**config.mk**
```make
export PLATFORM = sky130hd
export DESIGN_NAME = midi_voice_alloc
export DESIGN_NICKNAME = d
export VERILOG_FILES = /design/src/rtl/midi_voice_alloc.sv
export SDC_FILE = /design/constraint.sdc
export NUM_CORES = 1
export LEC_CHECK = 0
export ABC_AREA = 1
export CORE_MARGIN = 2
export CORE_UTILIZATION = 50
export CTS_CLUSTER_SIZE = 16
export DETAILED_ROUTE_END_ITERATION = 16
export PLACE_DENSITY = 0.75
export SLEW_MARGIN = 15
export SYNTH_ARGS = -nofsm -noshare
export SYNTH_HDL_FRONTEND = slang
export SYNTH_SLANG_ARGS = --single-unit
```
**constraint.sdc**
```tcl
create_clock -name clk -period 3.05 [get_ports clk]
set_input_delay 0.7625 -clock clk [delete_from_list [all_inputs] [get_ports clk]]
set_output_delay 0.7625 -clock clk [all_outputs]
set_load 0.02 [all_outputs]
```
**src/rtl/midi_voice_alloc.sv**
```systemverilog
// Polyphonic MIDI voice allocator: each note event scans the voices serially,
// then retriggers a matching voice, takes a free one, or steals the oldest.
module midi_voice_alloc #(
    parameter int NUM_VOICES = 4,
    parameter int AGE_W      = 4,
    parameter int STEAL_MODE = 1
) (
    input  logic                    clk,
    input  logic                    rst,
    input  logic                    note_valid,
    output logic                    note_ready,
    input  logic [7:0]              key,
    input  logic [7:0]              velocity,
    input  logic                    all_off,
    input  logic                    sample_tick,
    output logic [8*NUM_VOICES-1:0] voice_key,
    output logic [8*NUM_VOICES-1:0] voice_vel,
    output logic [NUM_VOICES-1:0]   voice_gate,
    output logic [NUM_VOICES-1:0]   voice_trig,
    output logic                    dropped,
    output logic [4:0]              active_count
);

    localparam int IDX_W = (NUM_VOICES > 1) ? $clog2(NUM_VOICES) : 1;
    localparam logic [IDX_W-1:0] LAST_IDX = IDX_W'(NUM_VOICES - 1);

    localparam logic [1:0] IDLE   = 2'd0;
    localparam logic [1:0] SCAN   = 2'd1;
    localparam logic [1:0] COMMIT = 2'd2;

    logic [1:0]       state;
    logic             init_done;
    logic [IDX_W-1:0] scan_idx;
    logic [7:0]       key_lat;
    logic [7:0]       vel_lat;
    logic [AGE_W-1:0] age [NUM_VOICES];

    logic             match_found, free_found, old_found;
    logic [IDX_W-1:0] match_idx, free_idx, old_idx;
    logic [AGE_W-1:0] old_age;

    logic [7:0]       cur_key;
    logic             cur_gate;
    logic [AGE_W-1:0] cur_age;
    logic             tgt_found;
    logic [IDX_W-1:0] tgt_idx;

    function automatic logic [AGE_W-1:0] age_inc(input logic [AGE_W-1:0] a);
        return (&a) ? a : a + AGE_W'(1);
    endfunction

    function automatic logic [4:0] popcount(input logic [NUM_VOICES-1:0] g);
        logic [4:0] c;
        c = '0;
        for (int i = 0; i < NUM_VOICES; i++) c = c + 5'(g[i]);
        return c;
    endfunction

    assign note_ready = (state == IDLE) && init_done;

    always_comb begin
        cur_key  = voice_key[8*int'(scan_idx) +: 8];
        cur_gate = voice_gate[scan_idx];
        cur_age  = age[scan_idx];
    end

    // Target priority: retrigger a held key, then a free voice, then steal.
    always_comb begin
        tgt_found = 1'b0;
        tgt_idx   = '0;
        if (match_found) begin
            tgt_found = 1'b1;
            tgt_idx   = match_idx;
        end else if (free_found) begin
            tgt_found = 1'b1;
            tgt_idx   = free_idx;
        end else if (STEAL_MODE != 0 && old_found) begin
            tgt_found = 1'b1;
            tgt_idx   = old_idx;
        end
    end

    always_ff @(posedge clk or negedge rst) begin
        if (!rst) begin
            state        <= IDLE;
            init_done    <= 1'b0;
            scan_idx     <= '0;
            key_lat      <= '0;
            vel_lat      <= '0;
            match_found  <= 1'b0;
            free_found   <= 1'b0;
            old_found    <= 1'b0;
            match_idx    <= '0;
            free_idx     <= '0;
            old_idx      <= '0;
            old_age      <= '0;
            voice_key    <= '0;
            voice_vel    <= '0;
            voice_gate   <= '0;
            voice_trig   <= '0;
            dropped      <= 1'b0;
            active_count <= '0;
            for (int i = 0; i < NUM_VOICES; i++) age[i] <= '0;
        end else begin
            init_done    <= 1'b1;
            dropped      <= 1'b0;
            active_count <= popcount(voice_gate);
            if (sample_tick) voice_trig <= '0;

            case (state)
                IDLE: begin
                    if (note_valid && init_done) begin
                        key_lat     <= key;
                        vel_lat     <= velocity;
                        scan_idx    <= '0;
                        match_found <= 1'b0;
                        free_found  <= 1'b0;
                        old_found   <= 1'b0;
                        state       <= SCAN;
                    end
                end
                SCAN: begin
                    if (cur_gate && cur_key == key_lat && !match_found) begin
                        match_found <= 1'b1;
                        match_idx   <= scan_idx;
                    end
                    if (!cur_gate && !free_found) begin
                        free_found <= 1'b1;
                        free_idx   <= scan_idx;
                    end
                    // Strict compare keeps the lowest index on equal ages.
                    if (cur_gate && (!old_found || cur_age > old_age)) begin
                        old_found <= 1'b1;
                        old_idx   <= scan_idx;
                        old_age   <= cur_age;
                    end
                    if (scan_idx == LAST_IDX) state <= COMMIT;
                    else scan_idx <= scan_idx + IDX_W'(1);
                end
                COMMIT: begin
                    state <= IDLE;
                    if (vel_lat != 8'd0) begin
                        if (tgt_found) begin
                            voice_key[8*int'(tgt_idx) +: 8] <= key_lat;
                            voice_vel[8*int'(tgt_idx) +: 8] <= vel_lat;
                            voice_gate[tgt_idx] <= 1'b1;
                            voice_trig[tgt_idx] <= 1'b1;
                            for (int i = 0; i < NUM_VOICES; i++) begin
                                if (IDX_W'(i) == tgt_idx) age[i] <= '0;
                                else if (voice_gate[i]) age[i] <= age_inc(age[i]);
                            end
                        end else begin
                            dropped <= 1'b1;
                        end
                    end else if (match_found) begin
                        voice_gate[match_idx] <= 1'b0;
                    end
                end
                default: state <= IDLE;
            endcase

            // Panic overrides everything above, including an in-flight event.
            if (all_off) begin
                voice_gate <= '0;
                voice_trig <= '0;
                dropped    <= 1'b0;
                for (int i = 0; i < NUM_VOICES; i++) age[i] <= '0;
                if (state != IDLE) state <= IDLE;
            end
        end
    end

endmodule

```
---- Yosys cells after proc, flatten, opt, wreduce, memory -nomap -nowiden ----
Index checks and enable logic that the tools add are counted.
word-level totals
  flip-flop bits (word level) ............. 127
  latch bits .............................. 0
  bits in writable memories ............... 0
  bits in read-only memories .............. 0
  bits of input ports ..................... 21
  output and inout port bits .............. 79
  logic and storage cells ................. 170
  memories ................................ 0
operators by class
  $add $sub $neg .......................... 9
  multipliers ............................. 0
  div/mod/pow operators ................... 0
  magnitude comparators ................... 7
  equal/unequal tests ..................... 17
  shift operators ......................... 4
  muxes and demuxes ....................... 62
  bitwise gates (word level) .............. 5
  reductions and logical operators ........ 44
operators by type and width
  operator                                                     count
  two-way mux 4 bit                                            24
  indexed part select 8 x 33 -> 32 bit                         2
  bitwise mux 32 bit                                           2
  two-way mux 16 bit                                           4
  negation 5 -> 33 bit                                         1
  variable shift 8 x 33 -> 32 bit (first input constant)       1
  indexed part select 32 x 6 -> 8 bit                          1
  AND reduction 5 bit                                          4
  two-way mux 2 bit                                            9
  AND reduction 3 bit                                          6
  adder 4 x 1 -> 4 bit (second input constant)                 4
  AND reduction 4 bit                                          4
  inequality test 3 bit (second input constant)                5
  nonzero test 3 bit                                           5
  two-way mux 1 bit                                            14
  nonzero test 2 bit                                           5
  less-than comparator 2 x 3 -> 1 bit (second input constant)  3
  binary-select mux 4 bit (select 2 bit)                       1
  == test 8 bit                                                1
  logical AND 1 bit                                            8
  inequality test 2 bit (second input constant)                4
  bitwise OR 4 bit                                             2
  one-hot mux 2 bit (2 select lines)                           2
  AND reduction 2 bit                                          4
  22 further kinds                                             32

---- Longest topological paths before layout ----
Gate-level depths: netlist of the first run.
  depth after elaboration ................. 12
  gate-level depth with buffers ........... 17
  mapped depth without buffers ............ 13

---- Least setup slack after synthesis of the first run ----
Ideal clock, no wire load.
  path type ............................... flip-flop to flip-flop
  start point ............................. register scan_idx[0]
  end point ............................... register old_idx[0]
  setup time .............................. 128 ps
  arrival ................................. 2096 ps
  required time ........................... 2922 ps
  slack ................................... 827 ps
  cell stages (with the launch flop) ...... 15
  buffers on the path ..................... 4
  period minus slack after synthesis ...... 2223 ps
  cells stage by stage .................... dfrtp_1 -> buf_2 -> inv_1 -> buf_2 -> buf_2 -> nor2_1 -> o22ai_1 -> ha_1 -> a21oi_1 -> o21ai_0 -> o21ai_0 -> nand2_1 -> nand2_1 -> buf_2 -> o21ai_0
between the ends
  cells in the longest elaborated chain, start to end .. 8
  elaborated cells between the ends (all ways) .. 10
RTL lines
  element                                               line  source
  start: declaration                                    33    logic [IDX_W-1:0] scan_idx;
  start signal: assignment                              138   else scan_idx <= scan_idx + IDX_W'(1);
  inverter 2 -> 3 bit (implied by the code)             64    cur_age = age[scan_idx];
  binary-select mux 4 bit (select 2 bit)                64
  two-way mux 4 bit (implied by the code) (2 in a row)  64
  via cur_age[1]                                        44    logic [AGE_W-1:0] cur_age;
  greater-than comparator 4 bit                         132   if (cur_gate && (!old_found || cur_age > old_age)) begin
  logical OR 1 bit                                      132
  logical AND 1 bit                                     132
  AND reduction 2 bit (no line)                         -
  end signal: assignment                                134   old_idx <= scan_idx;
  end: declaration                                      39    logic [IDX_W-1:0] match_idx, free_idx, old_idx;
The timed path passes the listed nets, and every way through them passes these cells. The select of a mux whose other input is x is not followed.
A chain may end at the register's enable or synchronous reset.

---- Worst setup path in the final report of the first run ----
Same ends and word-level chain as after synthesis.

==> results of run 1 <==
[stage by stage]
step	power, mW	cell area [um^2]
after global routing	6.13	8000
after global placement	3.73	7410
after CTS	5.79	8000
after floorplan	3.17	6270
final	5.81	8000
after detailed placement	3.78	7410
[final cells by class]
class                           instances  area [um^2]  area share (%)
Sequential cell                       126         3150            39.4
Multi-Input combinational cell        544         2680            33.5
Timing Repair Buffer                  112         1110            13.8
Inverter                               69          259            3.24
Tap cell                              168          210            2.63
Clock inverter                         13          140            1.75
Clock buffer                           19          453            5.66
[cells in the mapped netlist, types with 2 or more instances]
master / n
a21oi_1: 15
buf_2: 14
buf_4: 2
clkbuf_1: 17
clkbuf_2: 3
conb_1: 2
dfrtp_1: 126
ha_1: 19
inv_1: 68
nand2_1: 184
nand3_1: 62
nand4_1: 8
nor2_1: 40
nor2_2: 2
nor3_1: 10
nor3b_1: 2
o21a_1: 2
o21ai_0: 165
o21ai_1: 11
o22ai_1: 4
or2_2: 4
[power groups by stage]
stage / Clock (mW) / Combinational (mW) / Sequential, mW
6_report: 2.01 / 1.72 / 2.08
5_1_grt: 2.11 / 1.91 / 2.11
4_1_cts: 2.03 / 1.69 / 2.07
3_3_place_gp: 0 / 1.64 / 2.09
3_5_place_dp: 0 / 1.68 / 2.10
2_1_floorplan: 0 / 1.09 / 2.07
[registers in the layout, summed over array words and instances, names as in the netlist]
register      cells
voice_key        32
voice_vel        32
age              16
key_lat           8
vel_lat           8
old_age           4
voice_gate        4
voice_trig        4
active_count      3
free_idx          2
match_idx         2
old_idx           2
scan_idx          2
state             2
dropped           1
free_found        1
init_done         1
match_found       1
old_found         1
[logic make-up (layout without fill, tap and decap cells)]
group / Yosys count / in the layout / synth area share, %
xor+xnor: 2 / 2 / 0.280
fa+ha+maj: 20 / 20 / 4.11
simple gates: 317 / 317 / 21.6
other cells: 2 / 3 / 0.120
compound gates: 202 / 202 / 16.6
buf+inv: 107 / 213 / 6.99
flops: 126 / 126 / 50.3
[per-layer routing]
layer	global-route usage, %	up-vias
met3	6.28	32
met1	40.4	2876
met5	0	-
met4	11.6	0
met2	45.6	295
li1	-	2755
[path summary, 6_finish.rpt]
| kind | start | to | slack (ns) | cells after the start |
|---|---|---|---|---|
| min in group clk | old_idx[1] | old_idx[1] | 0.49 | 2 |
| max in group asynchronous | rst | voice_vel[14] | 1.94 | 2 |
| min reg2reg | old_idx[1] | old_idx[1] | 0.49 | 2 |
| max reg2reg | scan_idx[0] | old_idx[0] | 0.49 | 11 |
| max | scan_idx[0] | old_idx[0] | 0.49 | 11 |
| min | rst | age[0] | 0.41 | 1 |
==> results.tsv, run 1 <==
stage	metric	value	unit
status	outcome	finished, final reports clean	
power_and_ir_drop	internal_power	3.65	mW
routing	wl	18400	um
routing	ant_nets	0	
clocking	clockBufferDepth	2	
synth	synth_edf_count	0	
synth	synthFlopType	dfrtp_1	
power_and_ir_drop	clkPwrFrac	34.6	%
timing	whs	0.412	ns
worst_setup_path	slowest_delay	0.60	ns
clocking	cts_buffers	17	
cells_and_area	mostFrequentLayoutCells	nand2_1 (184), o21ai_0 (165), dfrtp_1 (126), clkdlybuf4s50_1 (96), inv_1 (68)	
timing	layout_min_cycle_time	2.56	ns
synth	async_reset_ff_share	100	%
cells_and_area	n_fill_cell	1001	
global_routing	antenna_found_initial	0	
clocking	clkLatencyLatePin	0.42	ns
floorplanning	die_h	116	um
timing	slew_viol_final	0	
cells_and_area	nNetsFinal	911	
timing	final_hold_viol_count	0	
routing	drt_iter0_drc	654	
worst_setup_path	start_kind	flip-flop	
synth	synth_area	0.00626	mm^2
cells_and_area	final_common_cell	nand2_1	
timing	timing.final.crit_share	84.0	%
synth	ys_ff_latch	126	
power_and_ir_drop	p_seq_share	35.9	%
cells_and_area	area_growth_syn_to_layout	27.7	%
timing	worst_slew_pin_slew	0.751	ns
global_routing	first_global_vias	5833	
timing	skew	0.00814	ns
worst_setup_path	cp_top_family	compound AO/OA/AOI/OAI gates	
timing	setup-tns-final	0	ns
worst_setup_path	crit_top_cell	o21ai_0	
routing	met1Wirelength	7890	um
clocking	cts_resized	0	
synth	yosysTopAreaCell	dfrtp_1	
worst_setup_path	critical-path-slowest-cell	dfrtp_1	
cells_and_area	diodes	0	
worst_setup_path	crit_buf_inv	1	
global_routing	grtUsageTotal	29.3	%
cells_and_area	drive_gt1_share	6.80	%
floorplanning	coreArea	0.0121	mm^2
power_and_ir_drop	power.switching	2.15	mW
global_routing	grt_pass1_wl	30100	um
floorplanning	rows	40	
place	hpwl	12600	um
floorplanning	ioPinCount	100	
clocking	cts_tree	done	
place	place_ws	0.531	ns
power_and_ir_drop	pwr-share-comb	29.5	%
cells_and_area	fin_cells	1051	
power_and_ir_drop	p_leak	3.61	nW
timing	setup_ws	0.489	ns
power_and_ir_drop	p_per_area	726	mW/mm^2
synth	syn_area_per_cell	8.07	um^2
routing	dr_wl_met3	1490	um
synth	synth-warning-count	0	
routing	routed-via-count	5958	
worst_setup_path	path_class	flip-flop to flip-flop	
flow_run	max-cap-violations	0	
worst_setup_path	critical_path.max_fanout	13	
timing	setup_viol	0	
routing	dr_wl_met2	8700	um
worst_setup_path	required	3.33	ns
global_routing	grt_max_degree	53	
hold_path	hp-class	primary input to async pin	
power_and_ir_drop	vdd_drop_max	436	uV
synth	ys_top_cells_by_area	dfrtp_1 (50%), o21ai_0 (13%), nand2_1 (11%)	
timing	max_freq	0.390	GHz
place	dp.cells	1019	
place	io_buffers	97	
synth	ys_types	37	
power_and_ir_drop	netSwitchingFraction	37.0	%
routing	via_per_inst	5.67	
routing	top_layer	met4	
routing	drcViolationCount	0	
cells_and_area	post-route-util	66.0	%
floorplanning	dieArea	0.0134	mm^2
worst_setup_path	cp_data_arrival_time	2.84	ns
clocking	clock-sinks	126	
routing	post_drt_wl_per_cell	17.5	um
worst_setup_path	crit_chain	inv_1, o21ai_0, a21oi_1, a21oi_1, ha_1, a21oi_1, o21ai_0, o21ai_0, nand2_1, nand2_1, o21ai_0	
clocking	htreeDepth	4	
floorplanning	die_x	116	um
synth	synth_cells	776	
clocking	clkTransAtPathRegs	0.06	ns
synth	yosysSeqAreaShare	50.3	%
timing	max_slew_margin	49.9	%
timing	rsz0062_at_grt	no	
clocking	hold_buffers	0	
routing	drt-pass1-iter-count	5	
floorplanning	initial_core_util	51.7	%
place	gp_congestion	0.969	
worst_setup_path	end_kind	flip-flop	
clocking	cts_root_buf	clkbuf_16	
clocking	post_cts_buffers	0	
synth	yosysTopAreaCellShare	50.3	%
global_routing	grt-ovfl-total	0	
(Power assumes the default switching activity.)
==> inputs of run 2 (changes only) <==
Clock period 3.05 ns to 2.54 ns, I/O delays scaled along.
==> run 2 against run 1 <==
Effect of this change: design area rose by 1.1%; hold slack got worse by 0.16 ns; via count rose by 1.8%; wire length rose by 0.95%; largest cell class unchanged; flip-flop and latch count did not move.
==> results.tsv, run 2 (synthesis results as in run 1) <==
stage	metric	value	unit	change
cells_and_area	drive_gt1_share	7.30	%	+0.51 points
timing	slew_viol_final	0		unchanged
clocking	clkTransAtPathRegs	0.05	ns	about the same
clocking	cts_buffers	17		unchanged
global_routing	grt_pass1_wl	30200	um	+0.48%
timing	skew	0.00644	ns	-0.00170 ns
global_routing	grt-ovfl-total	0		unchanged
status	outcome	finished, final reports clean		
clocking	htreeDepth	4		unchanged
cells_and_area	final_common_cell	nand2_1		
cells_and_area	diodes	0		unchanged
power_and_ir_drop	p_leak	3.67	nW	+1.7%
worst_setup_path	cp_data_arrival_time	1.73	ns	-1.11 ns
place	place_ws	0.193	ns	-0.338 ns
floorplanning	die_h	116	um	unchanged
power_and_ir_drop	clkPwrFrac	36.0	%	+1.4 points
routing	drcViolationCount	0		unchanged
worst_setup_path	slowest_delay	0.66	ns	+0.06 ns
timing	rsz0062_at_grt	no		
timing	timing.final.crit_share	93.0	%	
cells_and_area	area_growth_syn_to_layout	29.1	%	
worst_setup_path	start_kind	flip-flop		
global_routing	antenna_found_initial	0		unchanged
place	io_buffers	97		unchanged
floorplanning	initial_core_util	51.7	%	unchanged
routing	met1Wirelength	7470	um	-5.4%
power_and_ir_drop	internal_power	4.66	mW	+27%
flow_run	max-cap-violations	0		unchanged
floorplanning	die_x	116	um	unchanged
timing	layout_min_cycle_time	2.36	ns	
timing	final_hold_viol_count	0		unchanged
timing	setup_ws	0.177	ns	-0.312 ns
routing	drt-pass1-iter-count	6		+1
timing	setup_viol	0		unchanged
worst_setup_path	crit_buf_inv	1		unchanged
clocking	clockBufferDepth	2		unchanged
floorplanning	coreArea	0.0121	mm^2	unchanged
worst_setup_path	cp_top_family	buffers and inverters		
clocking	clock-sinks	126		unchanged
worst_setup_path	critical_path.max_fanout	3		-10
floorplanning	dieArea	0.0134	mm^2	unchanged
global_routing	first_global_vias	6104		+4.6%
routing	wl	18600	um	+0.95%
cells_and_area	post-route-util	66.8	%	+0.73 points
cells_and_area	reg.largest.list	voice_key x32, voice_vel x32, age x16		
power_and_ir_drop	vdd_drop_max	526	uV	+20%
worst_setup_path	end_kind	primary output		
floorplanning	ioPinCount	100		unchanged
routing	top_layer	met4		
place	gp_congestion	0.923		-4.8%
clocking	clkLatencyLatePin	0.42	ns	about the same
power_and_ir_drop	pwr-share-comb	29.5	%	about the same
timing	max_slew_margin	56.1	%	+6.2 points
power_and_ir_drop	fin_total_pwr	7.19	mW	+24%
clocking	cts_tree	done		
routing	dr_wl_met3	1590	um	+6.8%
cells_and_area	nNetsFinal	919		+0.88%
timing	worst_slew_pin_slew	0.658	ns	-0.0931 ns
power_and_ir_drop	p_seq_share	34.4	%	-1.5 points
routing	via_per_inst	5.73		+1.1%
worst_setup_path	critical-path-slowest-cell	clkdlybuf4s50_1		
routing	post_drt_wl_per_cell	17.6	um	+0.28%
hold_path	hp-class	primary input to async pin		
timing	setup-tns-final	0	ns	unchanged
routing	dr_wl_met2	8900	um	+2.3%
power_and_ir_drop	p_per_area	889	mW/mm^2	+22%
worst_setup_path	path_class	flip-flop to primary output		
clocking	cts_root_buf	clkbuf_16		
routing	drt_iter0_drc	627		-4.1%
worst_setup_path	crit_chain	nor3b_1, clkdlybuf4s50_1		
place	hpwl	12700	um	+1.4%
routing	ant_nets	0		unchanged
cells_and_area	mostFrequentLayoutCells	nand2_1 (183), o21ai_0 (165), dfrtp_1 (126), clkdlybuf4s50_1 (96), inv_1 (68)		
power_and_ir_drop	power.switching	2.53	mW	+18%
floorplanning	rows	40		unchanged
worst_setup_path	required	1.90	ns	-1.43 ns
routing	routed-via-count	6063		+1.8%
global_routing	grt_max_degree	53		unchanged
power_and_ir_drop	netSwitchingFraction	35.2	%	-1.8 points
timing	max_freq	0.423	GHz	
global_routing	grtUsageTotal	29.3	%	about the same
==> run 2: changes by cell type in the layout (fill, tap and decap cells not counted), sizes merged <==
cell	delta
clkinvlp	-4
buf	+8
bufinv	+2
clkbuf	+6
clkinv	-4
inv	-1
==> run 2: power by group through the flow <==
stage | Combinational [mW] | Clock (mW) | Sequential [mW]
2_1_floorplan | 1.31 | 0 | 2.49
3_3_place_gp | 1.98 | 0 | 2.49
3_5_place_dp | 2.06 | 0 | 2.50
4_1_cts | 2.08 | 2.60 | 2.47
5_1_grt | 2.35 | 2.70 | 2.50
6_report | 2.12 | 2.59 | 2.48
==> run 2: worst register-to-register path, delay by kind of cell (launching register included) <==
kind,cells,cell delay [ns]
AND/OR/NAND/NOR,6,0.78
AO/OA/AOI/OAI,1,0.18
flip-flops,1,0.42
adder cells (fa/ha/maj),1,0.39
buffers and inverters,3,0.51
==> run 2: cell type report <==
class                           instances  area, um^2
Inverter                               69         259
Clock inverter                          6         130
Sequential cell                       126        3150
Clock buffer                           25         495
Fill cell                            1010        4020
Multi-Input combinational cell        544        2690
Timing Repair Buffer                  120        1150
Tap cell                              168         210
==> run 2: metrics by stage <==
stage / hold slack (ns) / area, um^2 / cells
after floorplan: 0.339 / 6270 / 777
after CTS: 0.259 / 8080 / 1058
after detailed placement: 0.496 / 7450 / 1027
final: 0.248 / 8090 / 1058
after global routing: 0.294 / 8090 / 1058
after global placement: 0.478 / 7450 / 1027
==> run 2: final timing paths <==
kind	start	endpoint	slack, ns	cells after the start
hold reg to reg	old_idx[1]	old_idx[1]	0.51	2
hold / removal	rst	age[0]	0.25	1
setup reg to reg	free_found	age[8]	0.20	11
min in group clk	old_idx[1]	old_idx[1]	0.51	2
max in group asynchronous	rst	voice_vel[15]	1.60	2
setup / recovery	state[0]	note_ready	0.18	2
==> run 2: routing by layer <==
| metal | up-vias | track usage (%) |
|---|---|---|
| met4 | 0 | 14.6 |
| li1 | 2766 | - |
| met1 | 2898 | 38.0 |
| met3 | 62 | 7.58 |
| met5 | - | 0 |
| met2 | 337 | 45.9 |
==> run 2: repair_timing <==
action / 4_1_cts / 5_1_grt
buffers inserted: 0 / 0
endpoints found under the hold margin: 0 / 0
resized for setup: 0 / 2
hold buffers: 0 / 0
setup endpoints to repair: 0 / 10
==> inputs of run 3 (changes only) <==
Settings changed: CTS_CLUSTER_SIZE 16 to unset.
Clock period 2.54 ns to 2.35 ns, I/O delays scaled along.
==> run 3 against run 2 <==
Effect of this change: die area did not move; final cell count rose by 0.47%; design area rose by 0.80%; total power rose by 8.5%; first-iteration DRC count fell by 9.1%; utilization rose by 0.54 points; global-route usage barely moved; count of clock-buffer cells in the layout fell by 4; sequential share of layout area fell by 0.31 points; critical path type is now flip-flop to flip-flop; critical endpoint is now voice_vel[3].
==> results.tsv, run 3 (synthesis results as in run 1) <==
stage	metric	value	unit	change
place	hpwl	12800	um	+1.0%
worst_setup_path	cp_data_arrival_time	2.50	ns	+0.77 ns
place	gp_congestion	0.909		-1.5%
timing	setup_ws	0.179	ns	+0.00235 ns
power_and_ir_drop	p_seq_share	34.3	%	about the same
timing	max_freq	0.461	GHz	
global_routing	grt-ovfl-total	0		unchanged
routing	drt-pass1-iter-count	7		+1
clocking	clock-sinks	126		unchanged
worst_setup_path	critical_path.max_fanout	12		+9
timing	final_hold_viol_count	0		unchanged
clocking	htreeDepth	4		unchanged
floorplanning	initial_core_util	51.7	%	unchanged
floorplanning	die_h	116	um	unchanged
place	dpl_cell_area	0.00750	mm^2	+0.57%
cells_and_area	diodes	0		unchanged
status	outcome	finished, final reports clean		
power_and_ir_drop	fin_total_pwr	7.80	mW	+8.5%
timing	max_slew_margin	62.1	%	+6.0 points
timing	worst_slew_pin_slew	0.567	ns	-0.0906 ns
routing	post_drt_wl_per_cell	17.7	um	+0.41%
timing	timing.final.crit_share	92.4	%	
clocking	cts_buffers	17		unchanged
power_and_ir_drop	p_leak	3.70	nW	+0.65%
clocking	clkLatencyLatePin	0.42	ns	about the same
global_routing	antenna_found_initial	0		unchanged
floorplanning	die_x	116	um	unchanged
timing	setup_viol	0		unchanged
hold_path	hp-class	primary input to async pin		
worst_setup_path	required	2.68	ns	+0.78 ns
clocking	clockBufferDepth	2		unchanged
cells_and_area	reg.largest.list	voice_key x32, voice_vel x32, age x16		
worst_setup_path	r2r-start	free_found		
routing	wl	18800	um	+0.89%
routing	routed-via-count	6058		-0.082%
cells_and_area	final_common_cell	nand2_1		
global_routing	met1_usage	39.4	%	+1.3 points
global_routing	grt.busiest_layer	met2		
floorplanning	dieArea	0.0134	mm^2	unchanged
cells_and_area	final-seq-area	0.00315	mm^2	unchanged
place	io_buffers	97		unchanged
clocking	post_cts_buffers	0		unchanged
global_routing	grt_max_degree	53		unchanged
worst_setup_path	path_class	flip-flop to flip-flop		
clocking	cts_root_buf	clkbuf_16		
global_routing	grt_pass1_wl	30300	um	+0.34%
routing	drt_iter0_drc	570		-9.1%
clocking	cts_tree	done		
power_and_ir_drop	pwr-share-comb	30.3	%	+0.8 points
power_and_ir_drop	clkPwrFrac	35.4	%	-0.6 points
cells_and_area	fin_cells	1063		+0.47%
worst_setup_path	end_kind	flip-flop		
timing	rsz0062_at_grt	yes		
cells_and_area	multiInputGateArea	0.00270	mm^2	+0.56%
place	place_ws	0.0973	ns	-0.0952 ns
timing	layout_min_cycle_time	2.17	ns	
timing	setup-tns-final	0	ns	unchanged
worst_setup_path	start_kind	flip-flop		
global_routing	first_global_vias	6045		-0.97%
clocking	clkTransAtPathRegs	0.06	ns	about the same
worst_setup_path	reg2reg_slack	0.18	ns	-0.02 ns
power_and_ir_drop	internal_power	4.95	mW	+6.3%
power_and_ir_drop	power.switching	2.84	mW	+12%
routing	via_per_inst	5.70		-0.55%
global_routing	met2_usage	47.3	%	+1.3 points
flow_run	max-cap-violations	0		unchanged
cells_and_area	drive_gt1_share	8.72	%	+1.4 points
timing	skew	0.00980	ns	+0.00337 ns
timing	slew_viol_final	0		unchanged
cells_and_area	mostFrequentLayoutCells	nand2_1 (183), o21ai_0 (165), dfrtp_1 (126), clkdlybuf4s50_1 (95), inv_1 (66)		
floorplanning	coreArea	0.0121	mm^2	unchanged
global_routing	use_met3	5.81	%	-1.8 points
power_and_ir_drop	netSwitchingFraction	36.5	%	+1.3 points
global_routing	grtUsageTotal	29.3	%	about the same
place	dp.cells	1031		+0.39%
floorplanning	ioPinCount	100		unchanged
power_and_ir_drop	vdd_drop_max	627	uV	+19%
power_and_ir_drop	p_per_area	956	mW/mm^2	+7.6%
cells_and_area	n_fill_cell	1006		-0.40%
cells_and_area	nNetsFinal	923		+0.44%
routing	ant_nets	0		unchanged
cells_and_area	fin_area	0.00815	mm^2	+0.80%
routing	drcViolationCount	0		unchanged
worst_setup_path	critPathLaunch	free_found		
floorplanning	rows	40		unchanged
cells_and_area	area_growth_syn_to_layout	30.1	%	
[run 3: cell count changes in the layout (fill, tap and decap cells not counted), moves of 2 or more]
cell	before	now
clkinvlp_4	0	3
inv_2	1	3
buf_6	0	2
clkbuf_1	4	1
inv_1	68	66
inv_6	0	2
clkinv_2	2	0
clkinv_4	0	3
[run 3: final timing paths]
kind,end,cells after the start
setup / recovery,voice_vel[3],9
hold / removal,age[2],1
setup reg to reg,voice_vel[3],9
hold reg to reg,old_idx[0],2
max in group asynchronous,key_lat[0],2
min in group clk,old_idx[0],2
[run 3: area by class of cell]
type / count / area share [%]
clock buffers: 21 / 5.77
repair buffers: 124 / 14.7
inverters: 69 / 3.18
well taps: 168 / 2.58
multi-input cells: 544 / 33.1
flip-flops and latches: 126 / 38.7
clock inverters: 11 / 1.92
[run 3: repair_timing]
item,CTS,global route
endpoints found under the setup margin,1,41
hold buffers,0,0
gates resized for setup,1,10
[run 3: power by group through the flow]
| stage | Combinational [mW] | Clock, mW | Sequential [mW] |
|---|---|---|---|
| detailed placement | 2.25 | 0 | 2.70 |
| CTS | 2.28 | 2.76 | 2.66 |
| finish | 2.36 | 2.76 | 2.67 |
| global route | 2.61 | 2.87 | 2.70 |
| floorplan | 1.42 | 0 | 2.69 |
| global placement | 2.16 | 0 | 2.69 |
[run 3: layer usage]
metal | share of wire (%) | up-vias
li1 | - | 2775
met1 | 40 | 2894
met3 | 8.6 | 55
met4 | 2.7 | 0
met2 | 48 | 334
met5 | 0 | -
[run 3: worst max-delay path, stage by stage, from the launching register on]
cell and delay (ns):
dfrtp_1 0.42, inv_1 0.10, nand3_1 0.09, a22oi_2 0.21, inv_1 0.15, ha_2 0.40
nor3_1 0.21, nand3_1 0.12, buf_4 0.20, o21ai_0 0.18
[run 3: stage by stage]
stage / hold WS, ns / util [%]
final: 0.0874 / 67.3
after global routing: 0.120 / 67.3
after CTS: 0.0988 / 67.1
after detailed placement: 0.479 / 61.9
after global placement: 0.474 / 61.9
after floorplan: 0.292 / -
